## config.mk

```make
export PLATFORM = sky130hd
export DESIGN_NAME = uart_rx_cfg
export DESIGN_NICKNAME = d
export VERILOG_FILES = /design/src/rtl/uart_pkg.sv /design/src/rtl/uart_rx_sync.sv /design/src/rtl/uart_rx_cfg.sv
export SDC_FILE = /design/constraint.sdc
export NUM_CORES = 1
export LEC_CHECK = 0
export ABC_CLOCK_PERIOD_IN_PS = 2380
export CORE_ASPECT_RATIO = 0.6
export CORE_UTILIZATION = 49
export CTS_CLUSTER_SIZE = 20
export DETAILED_ROUTE_END_ITERATION = 8
export GPL_TIMING_DRIVEN = 0
export PLACE_DENSITY = 0.71
export SETUP_SLACK_MARGIN = 0.3
export SKIP_LAST_GASP = 1
export SLEW_MARGIN = 10
export SYNTH_ARGS = -nofsm -noshare
export SYNTH_HDL_FRONTEND = slang
export SYNTH_SLANG_ARGS = --single-unit
export TNS_END_PERCENT = 20
```

## constraint.sdc

```tcl
create_clock -name i_clk -period 2.38 [get_ports i_clk]
set_input_delay 0.714 -clock i_clk [delete_from_list [all_inputs] [get_ports i_clk]]
set_output_delay 0.714 -clock i_clk [all_outputs]
set_load 0.005 [all_outputs]
```

## src/rtl/uart_pkg.sv

```systemverilog
// Shared UART receiver types: FSM state encoding, parity-mode codes and
// parameter legality helpers used at elaboration.
package uart_pkg;

    typedef enum logic [2:0] {
        ST_IDLE   = 3'd0,
        ST_START  = 3'd1,
        ST_DATA   = 3'd2,
        ST_PARITY = 3'd3,
        ST_STOP   = 3'd4
    } rxState_e;

    // Mode 2'b11 is deliberately not listed; it behaves like PAR_NONE.
    localparam logic [1:0] PAR_NONE = 2'b00;
    localparam logic [1:0] PAR_EVEN = 2'b01;
    localparam logic [1:0] PAR_ODD  = 2'b10;

    function automatic bit dataBitsLegal(input int n);
        return (n >= 5) && (n <= 9);
    endfunction

    function automatic bit oversampleLegal(input int n);
        return (n >= 8) && (n <= 32) && ((n % 2) == 0);
    endfunction

    function automatic bit stopBitsLegal(input int n);
        return (n == 1) || (n == 2);
    endfunction

endpackage

```

## src/rtl/uart_rx_sync.sv

```systemverilog
// Two-flop synchroniser for an idle-high asynchronous line; resets to 1 so
// a reset never looks like a start bit.
module uart_rx_sync (
    input  logic i_clk,
    input  logic i_reset,
    input  logic i_d,
    output logic o_q
);

    logic [1:0] sync_q;

    always_ff @(posedge i_clk) begin
        if (i_reset) begin
            sync_q <= 2'b11;
        end else begin
            sync_q <= {sync_q[0], i_d};
        end
    end

    assign o_q = sync_q[1];

endmodule

```

## src/rtl/uart_rx_cfg.sv

```systemverilog
// Parametrised UART receiver with valid/ready delivery and error status.
// Define UART_RX_MAJORITY_EN for 2-of-3 voting on every bit decision.
module uart_rx_cfg
    import uart_pkg::*;
#(
    parameter int DATA_BITS  = 8,
    parameter int OVERSAMPLE = 16,
    parameter int STOP_BITS  = 1
) (
    input  logic                 i_clk,
    input  logic                 i_reset,
    input  logic                 i_rx,
    input  logic                 i_tick,
    input  logic [1:0]           i_parity_mode,
    input  logic                 i_ready,
    output logic [DATA_BITS-1:0] o_data,
    output logic                 o_valid,
    output logic                 o_parity_err,
    output logic                 o_frame_err,
    output logic                 o_overrun
);

    localparam int TW = $clog2(OVERSAMPLE);
    localparam logic [TW-1:0] HALF_M1   = TW'(OVERSAMPLE / 2 - 1);
    localparam logic [TW-1:0] FULL_M1   = TW'(OVERSAMPLE - 1);
    localparam logic [3:0]    LAST_DATA = 4'(DATA_BITS - 1);
    localparam logic [3:0]    LAST_STOP = 4'(STOP_BITS - 1);

    if (!dataBitsLegal(DATA_BITS)) begin : gen_bad_data_bits
        $error("uart_rx_cfg: DATA_BITS must be 5..9");
    end
    if (!oversampleLegal(OVERSAMPLE)) begin : gen_bad_oversample
        $error("uart_rx_cfg: OVERSAMPLE must be even, 8..32");
    end
    if (!stopBitsLegal(STOP_BITS)) begin : gen_bad_stop_bits
        $error("uart_rx_cfg: STOP_BITS must be 1 or 2");
    end

    rxState_e             state_q, state_d;
    logic [TW-1:0]        tickCnt_q, tickCnt_d;
    logic [3:0]           bitCnt_q, bitCnt_d;
    logic [DATA_BITS-1:0] shift_q, shift_d;
    logic [1:0]           mode_q, mode_d;
    logic                 parErrPend_q, parErrPend_d;
    logic                 frameErrPend_q, frameErrPend_d;
    logic                 frameDone_q, frameDone_d;
    logic [DATA_BITS-1:0] data_q, data_d;
    logic                 valid_q, valid_d;
    logic                 parErr_q, parErr_d;
    logic                 frameErr_q, frameErr_d;
    logic                 overrun_q, overrun_d;

    logic rxSync;
    logic bitVal;
    logic atHalf;
    logic atCentre;
    logic expPar;

    uart_rx_sync uSync (
        .i_clk   (i_clk),
        .i_reset (i_reset),
        .i_d     (i_rx),
        .o_q     (rxSync)
    );

`ifdef UART_RX_MAJORITY_EN
    // The two previous tick samples plus the current one form the vote.
    logic [1:0] hist_q;

    always_ff @(posedge i_clk) begin
        if (i_reset) begin
            hist_q <= 2'b11;
        end else if (i_tick) begin
            hist_q <= {hist_q[0], rxSync};
        end
    end

    assign bitVal = (rxSync & hist_q[0]) | (rxSync & hist_q[1]) | (hist_q[0] & hist_q[1]);
`else
    assign bitVal = rxSync;
`endif

    assign atHalf   = i_tick && (tickCnt_q == HALF_M1);
    assign atCentre = i_tick && (tickCnt_q == FULL_M1);
    assign expPar   = (^shift_q) ^ (mode_q == PAR_ODD);

    always_ff @(posedge i_clk) begin
        if (i_reset) begin
            state_q <= ST_IDLE;
        end else begin
            state_q <= state_d;
        end
    end

    always_comb begin
        state_d = state_q;
        case (state_q)
            ST_IDLE: begin
                if (i_tick && !rxSync) state_d = ST_START;
            end
            ST_START: begin
                if (atHalf) state_d = bitVal ? ST_IDLE : ST_DATA;
            end
            ST_DATA: begin
                if (atCentre && (bitCnt_q == LAST_DATA)) begin
                    state_d = ((mode_q == PAR_EVEN) || (mode_q == PAR_ODD)) ? ST_PARITY : ST_STOP;
                end
            end
            ST_PARITY: begin
                if (atCentre) state_d = ST_STOP;
            end
            ST_STOP: begin
                // Leaving at the centre of the last stop bit catches a back-to-back start.
                if (atCentre && (bitCnt_q == LAST_STOP)) state_d = ST_IDLE;
            end
            default: state_d = ST_IDLE;
        endcase
    end

    always_comb begin
        tickCnt_d      = tickCnt_q;
        bitCnt_d       = bitCnt_q;
        shift_d        = shift_q;
        mode_d         = mode_q;
        parErrPend_d   = parErrPend_q;
        frameErrPend_d = frameErrPend_q;
        frameDone_d    = 1'b0;
        case (state_q)
            ST_IDLE: begin
                tickCnt_d = '0;
                bitCnt_d  = '0;
                if (i_tick && !rxSync) begin
                    parErrPend_d   = 1'b0;
                    frameErrPend_d = 1'b0;
                end
            end
            ST_START: begin
                if (atHalf) begin
                    tickCnt_d = '0;
                    bitCnt_d  = '0;
                    if (!bitVal) mode_d = i_parity_mode;
                end else if (i_tick) begin
                    tickCnt_d = tickCnt_q + 1'b1;
                end
            end
            ST_DATA: begin
                if (atCentre) begin
                    shift_d   = {bitVal, shift_q[DATA_BITS-1:1]};
                    tickCnt_d = '0;
                    bitCnt_d  = (bitCnt_q == LAST_DATA) ? 4'd0 : bitCnt_q + 4'd1;
                end else if (i_tick) begin
                    tickCnt_d = tickCnt_q + 1'b1;
                end
            end
            ST_PARITY: begin
                if (atCentre) begin
                    if (bitVal != expPar) parErrPend_d = 1'b1;
                    tickCnt_d = '0;
                end else if (i_tick) begin
                    tickCnt_d = tickCnt_q + 1'b1;
                end
            end
            ST_STOP: begin
                if (atCentre) begin
                    if (!bitVal) frameErrPend_d = 1'b1;
                    tickCnt_d = '0;
                    bitCnt_d  = bitCnt_q + 4'd1;
                    if (bitCnt_q == LAST_STOP) frameDone_d = 1'b1;
                end else if (i_tick) begin
                    tickCnt_d = tickCnt_q + 1'b1;
                end
            end
            default: begin
                tickCnt_d = '0;
                bitCnt_d  = '0;
            end
        endcase
    end

    always_comb begin
        data_d     = data_q;
        valid_d    = valid_q;
        parErr_d   = parErr_q;
        frameErr_d = frameErr_q;
        overrun_d  = 1'b0;
        if (frameDone_q) begin
            // A word still waiting for the consumer wins; the new frame is dropped.
            if (!valid_q || i_ready) begin
                data_d     = shift_q;
                valid_d    = 1'b1;
                parErr_d   = parErrPend_q;
                frameErr_d = frameErrPend_q;
            end else begin
                overrun_d = 1'b1;
            end
        end else if (valid_q && i_ready) begin
            valid_d = 1'b0;
        end
    end

    always_ff @(posedge i_clk) begin
        if (i_reset) begin
            tickCnt_q      <= '0;
            bitCnt_q       <= '0;
            shift_q        <= '0;
            mode_q         <= PAR_NONE;
            parErrPend_q   <= 1'b0;
            frameErrPend_q <= 1'b0;
            frameDone_q    <= 1'b0;
            data_q         <= '0;
            valid_q        <= 1'b0;
            parErr_q       <= 1'b0;
            frameErr_q     <= 1'b0;
            overrun_q      <= 1'b0;
        end else begin
            tickCnt_q      <= tickCnt_d;
            bitCnt_q       <= bitCnt_d;
            shift_q        <= shift_d;
            mode_q         <= mode_d;
            parErrPend_q   <= parErrPend_d;
            frameErrPend_q <= frameErrPend_d;
            frameDone_q    <= frameDone_d;
            data_q         <= data_d;
            valid_q        <= valid_d;
            parErr_q       <= parErr_d;
            frameErr_q     <= frameErr_d;
            overrun_q      <= overrun_d;
        end
    end

    assign o_data       = data_q;
    assign o_valid      = valid_q;
    assign o_parity_err = parErr_q;
    assign o_frame_err  = frameErr_q;
    assign o_overrun    = overrun_q;

endmodule
```

Word level (Yosys, flattened, before mapping)
Cells that the tools add are included.
{ "totals": {"regBits": 38, "latch_bits": 0, "mem_bits_rw": 0, "romBits": 0, "inputBits": 7, "output_inout_bits": 12, "elab_cells": 98, "mem_count": 0} }
{ "classes": {"addsub": 2, "multipliers": 0, "n_div": 0, "magnitude_cmp": 0, "eq_ne": 20, "shift": 0, "mux": 29, "n_bitwise": 6, "n_reduce_logical": 27} }
{ "ops": {"columns": ["op", "n"], "rows": [
  ["$mux 4", 7],
  ["$mux 3", 6],
  ["$ne 2x2->1 const B", 9],
  ["$pmux 4 s4", 1],
  ["$pmux 3 s5", 1],
  ["$reduce_and 4->1", 3],
  ["$mux 1", 10],
  ["$add 4x1->4 const B", 2],
  ["$eq 4x3->1 const B", 2],
  ["$pmux 4 s2", 1],
  ["$reduce_xor 8->1", 1],
  ["$eq 3x2->1 const B", 2],
  ["$logic_and 1x1->1", 6],
  ["$reduce_and 2->1", 3],
  ["$reduce_bool 2->1", 3],
  ["$reduce_or 3->1", 2],
  ["$not 1->1", 5],
  ["$reduce_and 5->1", 1],
  ["$eq 4x4->1 const B", 1],
  ["$logic_not 4->1", 1],
  ["$pmux 1 s2", 2],
  ["$eq 3x1->1 const B", 1],
  ["$eq 3x3->1 const B", 1],
  ["$logic_not 3->1", 1],
  ["other kinds (10)", 12]
]} }

Depth between registers and ports, before layout
Gate-level depths: netlist of the first run.
{ "logic_depth": {"word_depth": 6, "ltp_mapped": 7, "mapped_depth_nobuf": 7} }

By module
A second synthesis of the first run with hierarchy kept.
{ "unflattened": {"hier_cells": 191, "area_unflattened_um2": 1793.0} }
{ "modules_own_cells": {"columns": ["module", "n_inst", "cells_per_inst", "area_each_um2", "seq_area_each_um2"], "rows": [
  ["uart_rx_cfg", 1, 187, 1740.4, 720.7],
  ["uart_rx_sync", 1, 4, 52.6, 40.0]
]} }

Worst setup path before layout of the first run
OpenSTA, ideal clock, no wires.
{ "synth_path": {"path_kind": "in2reg", "startpoint": "in i_tick", "endpoint": "reg mode_q[0]", "setup_ps": 128, "t_arrival_ps": 1788, "required_time_ps": 2252, "slack_ps": 464, "stages": 5, "n_path_buf": 1, "path_cell_list": "buf_2 nand4b_4 or4_1 mux2i_1 nor2_1"} }
{ "synth_via": {"elab_chain_cells": 2} }
{ "synth_lines": {"columns": ["item", "line_no", "text"], "rows": [
  ["start, declared", "uart_rx_cfg.sv:13", "input logic i_tick,"],
  ["$logic_and 1x1->1", "uart_rx_cfg.sv:83", "assign atHalf = i_tick && (tickCnt_q == HALF_M1);"],
  ["$reduce_and 3->1 (no line)", null, null],
  ["end signal, assigned", "uart_rx_cfg.sv:219", "mode_q <= mode_d;"],
  ["end, declared", "uart_rx_cfg.sv:43", "logic [1:0] mode_q, mode_d;"]
]} }
No other way between the ends.
A chain may end at the register's enable or synchronous reset.

Worst setup path after layout of the first run
{ "layout_path": {"startpoint": "reg tickCnt_q[0]", "endpoint": "reg state_q[1]"} }
{ "layout_via": {"elab_chain_cells": 5, "word_cells_on_any_way": 11, "cone_classes": "eq/ne (6); reduce/logical (5)"} }
{ "layout_lines": {"columns": ["item", "line_no", "text"], "rows": [
  ["start, declared", "uart_rx_cfg.sv:40", "logic [TW-1:0] tickCnt_q, tickCnt_d;"],
  ["start signal, assigned", "uart_rx_cfg.sv:216", "tickCnt_q <= tickCnt_d;"],
  ["$eq 4x4->1", "uart_rx_cfg.sv:84", "assign atCentre = i_tick && (tickCnt_q == FULL_M1);"],
  ["$logic_and 1x1->1", "uart_rx_cfg.sv:84", null],
  ["$logic_and 1x1->1 (on tied branches)", "uart_rx_cfg.sv:114, uart_rx_cfg.sv:105", null],
  ["$ne 2x2->1 (no line)", null, null],
  ["$reduce_and 5->1 (no line) *", null, null],
  ["end signal, assigned", "uart_rx_cfg.sv:91", "state_q <= state_d;"],
  ["end, declared", "uart_rx_cfg.sv:39", "rxState_e state_q, state_d;"]
]} }
Every way passes the cells marked *; elsewhere a longest branch is shown, timed or not.

==> run metrics, run 1 <==
status=complete, no violations; Die Y=slightly below 50 um; Register Area=~760 um^2; CTS Hold Bufs=0; type of the worst min-delay path=flip-flop to flip-flop; # Post-CTS Setup Buffers=0; routed len/inst=approximately 14 um; DRC violations left=0; post-route clock period utilization=0.819; clock sinks=38; CP cell instances=ha_1 -> nand4_4 -> o31ai_1 -> o21ai_0 -> a31oi_1 -> nor2_1; Post-Syn Area per Cell=9.32 um^2; iteration-0 DRC count of the detailed router=107; clock latency on the worst-skew pair=0.29 ns; Port Buffers=16; all-layer global routing usage=0.212; LEAKAGE=approximately 0.87 nW; WP buf/inv=0; final worst path period need=1.95 ns; RSZ-0062 raised after global routing=no; R2R Path Start=tickCnt_q[0]$_SDFF_PP0_; CP endpoint kind=flip-flop; Antenna Violating Nets Remaining=0; final hold vios=0; sequential cell area fraction in the yosys report=0.423; Rel. slew slack=0.632; crit path launch type=flip-flop; final worst slack=0.432 ns; CP Class=flip-flop to flip-flop; dpl ws=0.284 ns; Cell Pwr Density=670 mW/mm^2; fraction of layout instances using a drive strength above 1=0.101; vias in the first global route=1318; diodes inserted=0; Setup Skew=0.0108 ns; Cells after Synth=193; FP Rows=16; Root Buffer=clkbuf_8; H-tree depth=2; Peak VDD IR=417 uV; worst slew pin tran=0.550 ns; Slowest-stage cell, CP=o31ai_1; worst setup path startpoint=tickCnt_q[0]$_SDFF_PP0_; fmax=513 MHz; Inserted Clock Buffers=5; post-synthesis register bit count=38; via count=1430; initial antenna violation count=0; # IOs=19; largest net degree at the start of global routing=13; commonest non-fill, non-tap cells in the layout=dfxtp_1, nor2_1, mux2i_1; Clk pin slew, worst setup/hold paths=0.08 ns; Syn. warnings=0; mapped cell area=~0.0018 mm^2; CP peak stage delay=0.52 ns; TritonRoute pass-1 iters=6; fin. max-slew vios=0; Setup violations, final=0; gpl congestion=0.884; Fillers=273; WP data arrival=2.12 ns; delay-heaviest family, CP=compound AO/OA/AOI/OAI gates; Final HPWL DP=2590 um; Die X=roughly 80 um; footprint of the multi-input gates=977 um^2; WL final=about 3600 um; first-pass GRT wire length=about 6200 um; maxcap violations=0; Yosys cell types=between 40 and 50; initial core utilization=0.532; hold path start=uSync.sync_q[0]$_SDFF_PP1_; Synthesized Nets=204; Post-CTS Resized=0; CTS Buffer Depth=2; core box area=0.00338 mm^2; Synth-to-Final Area Change=18.5%; Critical Path RT=2.55 ns; Crit Path Max Fanout=9; area of the die=0.00393 mm^2; setup TNS=0 ns; commonest non-fill, non-tap cell in the layout=dfxtp_1; CTS tree=done; via density per instance=~5.5; layout net count=227; GRT Residual Overflow=0
-- where the power goes --
group          leakage, nW  internal [mW]  total (mW)  switching, mW
logic                0.503         0.0897       0.234          0.144
clock network       0.0579          0.308       0.534          0.226
registers            0.307          0.651       0.661        0.00918
-- layout make-up --
class	instances	share of cell area
multi-input cells	138	0.458
flip-flops and latches	38	0.357
repair buffers	16	0.0751
clock buffers	5	0.0323
well taps	45	0.0264
plain buffers	10	0.0200
clock inverters	3	0.0188
inverters	7	0.0123
-- cells by family after synthesis --
logic type / after synthesis / share of synthesized area
simple gates: 74 / 0.226
flops: 38 / 0.423
compound gates: 25 / 0.0918
mux: 22 / 0.122
buf+inv: 17 / 0.0382
xor+xnor: 13 / 0.0709
fa+ha+maj: 4 / 0.0278
-- metal layers --
metal	global-route usage	share of wire	vias to the layer above
met5	0	0	-
met4	0.0774	0.013	0
met3	0.0579	0.062	10
met2	0.308	0.42	54
met1	0.298	0.50	657
li1	-	-	709
-- cells in the mapped netlist (all sizes together) --
cell type   n  area (um^2)
or4         2         15.0
nor3        6         41.3
a31o        1         8.76
nor3b       3         22.5
buf         4         20.0
nand3       2         10.0
nand3b      1         7.51
or3         2         12.5
o21ai       5         25.0
xnor2      10         87.6
dfxtp      38          761
nand2b      4         25.0
and4        1         8.76
o31ai       2         15.0
a2111oi     1         8.76
o21a        1         7.51
ha          4         50.1
a22oi       1         7.51
a21oi       8         43.8
a22o        1         8.76
nor2b       3         18.8
nand4b      2         32.5
a211oi      1         12.5
a31oi       2         12.5
inv         7         26.3
mux2i      22          220
clkbuf      6         22.5
xnor3       1         22.5
nor4b       1         8.76
o41ai       1         8.76
nand2       7         26.3
nand4       2         27.5
nor2       36          138
or2         2         12.5
o22ai       1         6.26
xor2        2         17.5
-- final timing paths --
kind                                      to  slack [ns]  cells past startpoint
setup / recovery     state_q[1]$_SDFFE_PP0P_        0.43                      6
setup reg to reg     state_q[1]$_SDFFE_PP0P_        0.43                      6
hold / removal    uSync.sync_q[1]$_SDFF_PP1_        0.44                      1
hold reg to reg   uSync.sync_q[1]$_SDFF_PP1_        0.44                      1
-- registers in the layout, indices dropped and copies added (netlist names) --
| signal | flops |
|---|---|
| uSync.sync_q | 2 |
| o_overrun | 1 |
| parErrPend_q | 1 |
| mode_q | 2 |
| shift_q | 8 |
| state_q | 3 |
| o_data | 8 |
| frameDone_q | 1 |
| tickCnt_q | 4 |
| o_parity_err | 1 |
| o_frame_err | 1 |
| o_valid | 1 |
| frameErrPend_q | 1 |
| bitCnt_q | 4 |
-- stage by stage --
stage,instances,power (mW),hold WS [ns],cell area [um^2],util
2_1_floorplan,193,0.854,0.389,1800,-
3_3_place_gp,254,0.894,0.393,2020,0.596
3_5_place_dp,254,0.901,0.424,2020,0.596
4_1_cts,262,1.43,0.444,2120,0.628
5_1_grt,262,1.50,0.460,2130,0.630
6_report,262,1.43,0.438,2130,0.630
-- worst register-to-register path, stage by stage, from the launching register on --
cell and delay (ns):
dfxtp_1 0.37, ha_1 0.31, nand4_4 0.22, o31ai_1 0.53, o21ai_0 0.16, a31oi_1 0.20
nor2_1 0.05
No activity file was read; power rests on OpenSTA's default activity.
==> run 2, diff against run 1 <==
- ABC_CLOCK_PERIOD_IN_PS: 2380 -> 1650
- PLACE_DENSITY: 0.71 -> 0.73
- clock period: 2.38 -> 1.65 ns (I/O delays scaled with it)
==> run 2 against run 1 <==
  * Combinational power is 89% higher
  * Clock skew is 0.0025 ns higher
  * Highest routed layer unchanged
  * Critical endpoint is now shift_q[6]$_SDFFE_PP0P_
  * Fmax is 23% higher
  * Hold slack worse by 0.021 ns
  * Flip-flop and latch count stayed put
  * Utilization is 8.0 points higher
  * Total power is 64% higher
  * Non-clock buffer count is 11 higher
==> run metrics, run 2 (synthesized netlist as in run 1, its figures left out) <==
largest net degree at the start of global routing=14 (+1); Crit Path Max Fanout=10 (+1); iteration-0 DRC count of the detailed router=148 (+38%); maxcap violations=0 (unchanged); FF-to-FF setup slack=0.07 ns (-0.36 ns); # placed instances=254 (unchanged); CTS Buffer Depth=2 (unchanged); dpl ws=-0.184 ns (-0.468 ns); Synth-to-Final Area Change=33.6%; Clk pin slew, worst setup/hold paths=0.09 ns (about the same); Register Area=779 um^2 (+2.5%); fraction of layout instances using a drive strength above 1=0.262 (+0.161); met1 wire length=2000 um (+8.7%); Inserted Clock Buffers=5 (unchanged); WL final=4290 um (+18%); Rel. slew slack=0.647 (+0.0153); all-layer global routing usage=0.236 (+0.0247); Critical Path RT=1.82 ns (-0.73 ns); footprint of the multi-input gates=0.00109 mm^2 (+12%); LEAKAGE=1.02 nW (+17%); met3 wire length=321 um (+43%); status=complete, no violations; crit path launch type=flip-flop; layout net count=239 (+5.3%); DRC violations left=0 (unchanged); WP buf/inv=2 (+2); Cell Pwr Density=976 mW/mm^2 (+46%); setup TNS=0 ns (unchanged); post-route clock period utilization=0.959 (+0.140); WL met2=1900 um (+24%); gpl congestion=0.895 (+1.2%); Port Buffers=16 (unchanged); Setup Skew=0.0133 ns (+0.00245 ns); vias in the first global route=1469 (+11%); diodes inserted=0 (unchanged); core box area=0.00338 mm^2 (unchanged); first-pass GRT wire length=6940 um (+11%); CTS tree=done; fmax=632 MHz (+23%); commonest non-fill, non-tap cell in the layout=nor2_1; Die Y=48.9 um (unchanged); CP Class=flip-flop to flip-flop; # IOs=19 (unchanged); FP Rows=16 (unchanged); CP endpoint kind=flip-flop; Antenna Violating Nets Remaining=0 (unchanged); via density per instance=5.63 (+3.2%); initial core utilization=0.532 (unchanged); via count=1543 (+7.9%); CP peak stage delay=0.40 ns (-0.12 ns); WP data arrival=1.75 ns (-0.37 ns); area of the die=0.00393 mm^2 (unchanged); final worst path period need=1.58 ns (-0.367 ns); routed len/inst=15.7 um (+13%); worst slew pin tran=0.529 ns (-0.0211 ns); Setup violations, final=0 (unchanged); post-route insts no fill=274 (+4.6%); clock latency on the worst-skew pair=0.30 ns (about the same); TritonRoute pass-1 iters=4 (-2); CTS Hold Bufs=0 (unchanged); top sig layer=met4; H-tree depth=2 (unchanged); initial antenna violation count=0 (unchanged); utilization after layout=0.710 (+0.0803); final worst slack=0.0683 ns (-0.363 ns); fin. max-slew vios=0 (unchanged); clock sinks=38 (unchanged); GRT Residual Overflow=0 (unchanged); delay-heaviest family, CP=simple AND/OR/NAND/NOR gates; type of the worst min-delay path=flip-flop to flip-flop; commonest non-fill, non-tap cells in the layout=nor2_1, dfxtp_1, mux2i_1; Fillers=246 (-9.9%); Final HPWL DP=2600 um (+0.71%); total power=2.35 mW (+64%); final hold vios=0 (unchanged); Die X=80.2 um (unchanged); RSZ-0062 raised after global routing=yes; Slowest-stage cell, CP=dfxtp_1; CP cell instances=buf_4 -> nand2b_2 -> nor3_4 -> buf_12 -> mux2i_1 -> nor2_1; Peak VDD IR=638 uV (+53%); Root Buffer=clkbuf_8
[run 2: changes by cell type in the layout (fill, tap and decap cells not counted), moves of 3 or more]
cell	before	now
dlygate4sd2_1	0	12
buf_2	4	1
dfxtp_1	38	25
clkdlybuf4s50_1	16	3
dfxtp_2	0	12
buf_4	0	11
[run 2: final timing paths]
kind                               from                         end  cells after the start
max reg2reg     state_q[2]$_SDFFE_PP0P_     shift_q[6]$_SDFFE_PP0P_                      6
min          uSync.sync_q[0]$_SDFF_PP1_  uSync.sync_q[1]$_SDFF_PP1_                      1
min reg2reg  uSync.sync_q[0]$_SDFF_PP1_  uSync.sync_q[1]$_SDFF_PP1_                      1
max             state_q[2]$_SDFFE_PP0P_     shift_q[6]$_SDFFE_PP0P_                      6
[run 2: stage by stage]
step | area [um^2] | hold slack (ns)
3_5_place_dp | 2050 | 0.406
5_1_grt | 2400 | 0.448
2_1_floorplan | 1830 | 0.389
6_report | 2400 | 0.417
3_3_place_gp | 2050 | 0.393
4_1_cts | 2320 | 0.423
[run 2: routing by layer]
layer | vias to the layer above | GRT usage
met5 | - | 0
met4 | 0 | 0.0774
met3 | 8 | 0.0710
met2 | 53 | 0.356
met1 | 739 | 0.323
li1 | 743 | -
[run 2: final cells by class]
type                    count  share of cell area
repair buffers             27              0.0999
multi-input cells         139               0.455
plain buffers              10              0.0292
inverters                   7              0.0109
clock inverters             3              0.0286
flip-flops and latches     38               0.324
well taps                  45              0.0234
clock buffers               5              0.0286
[run 2: where the power goes]
| part | leakage, nW | switching (mW) | internal, mW |
|---|---|---|---|
| Combinational | 0.635 | 0.248 | 0.194 |
| Clock | 0.0683 | 0.343 | 0.606 |
| Sequential | 0.314 | 0.0149 | 0.940 |
[run 2: repair_timing]
| item | CTS | global route |
|---|---|---|
| pin swaps | 7 | 8 |
| buffers inserted | 7 | 3 |
| gates cloned | 1 | 1 |
| endpoints found under the setup margin | 46 | 46 |
| gates resized for setup | 36 | 19 |
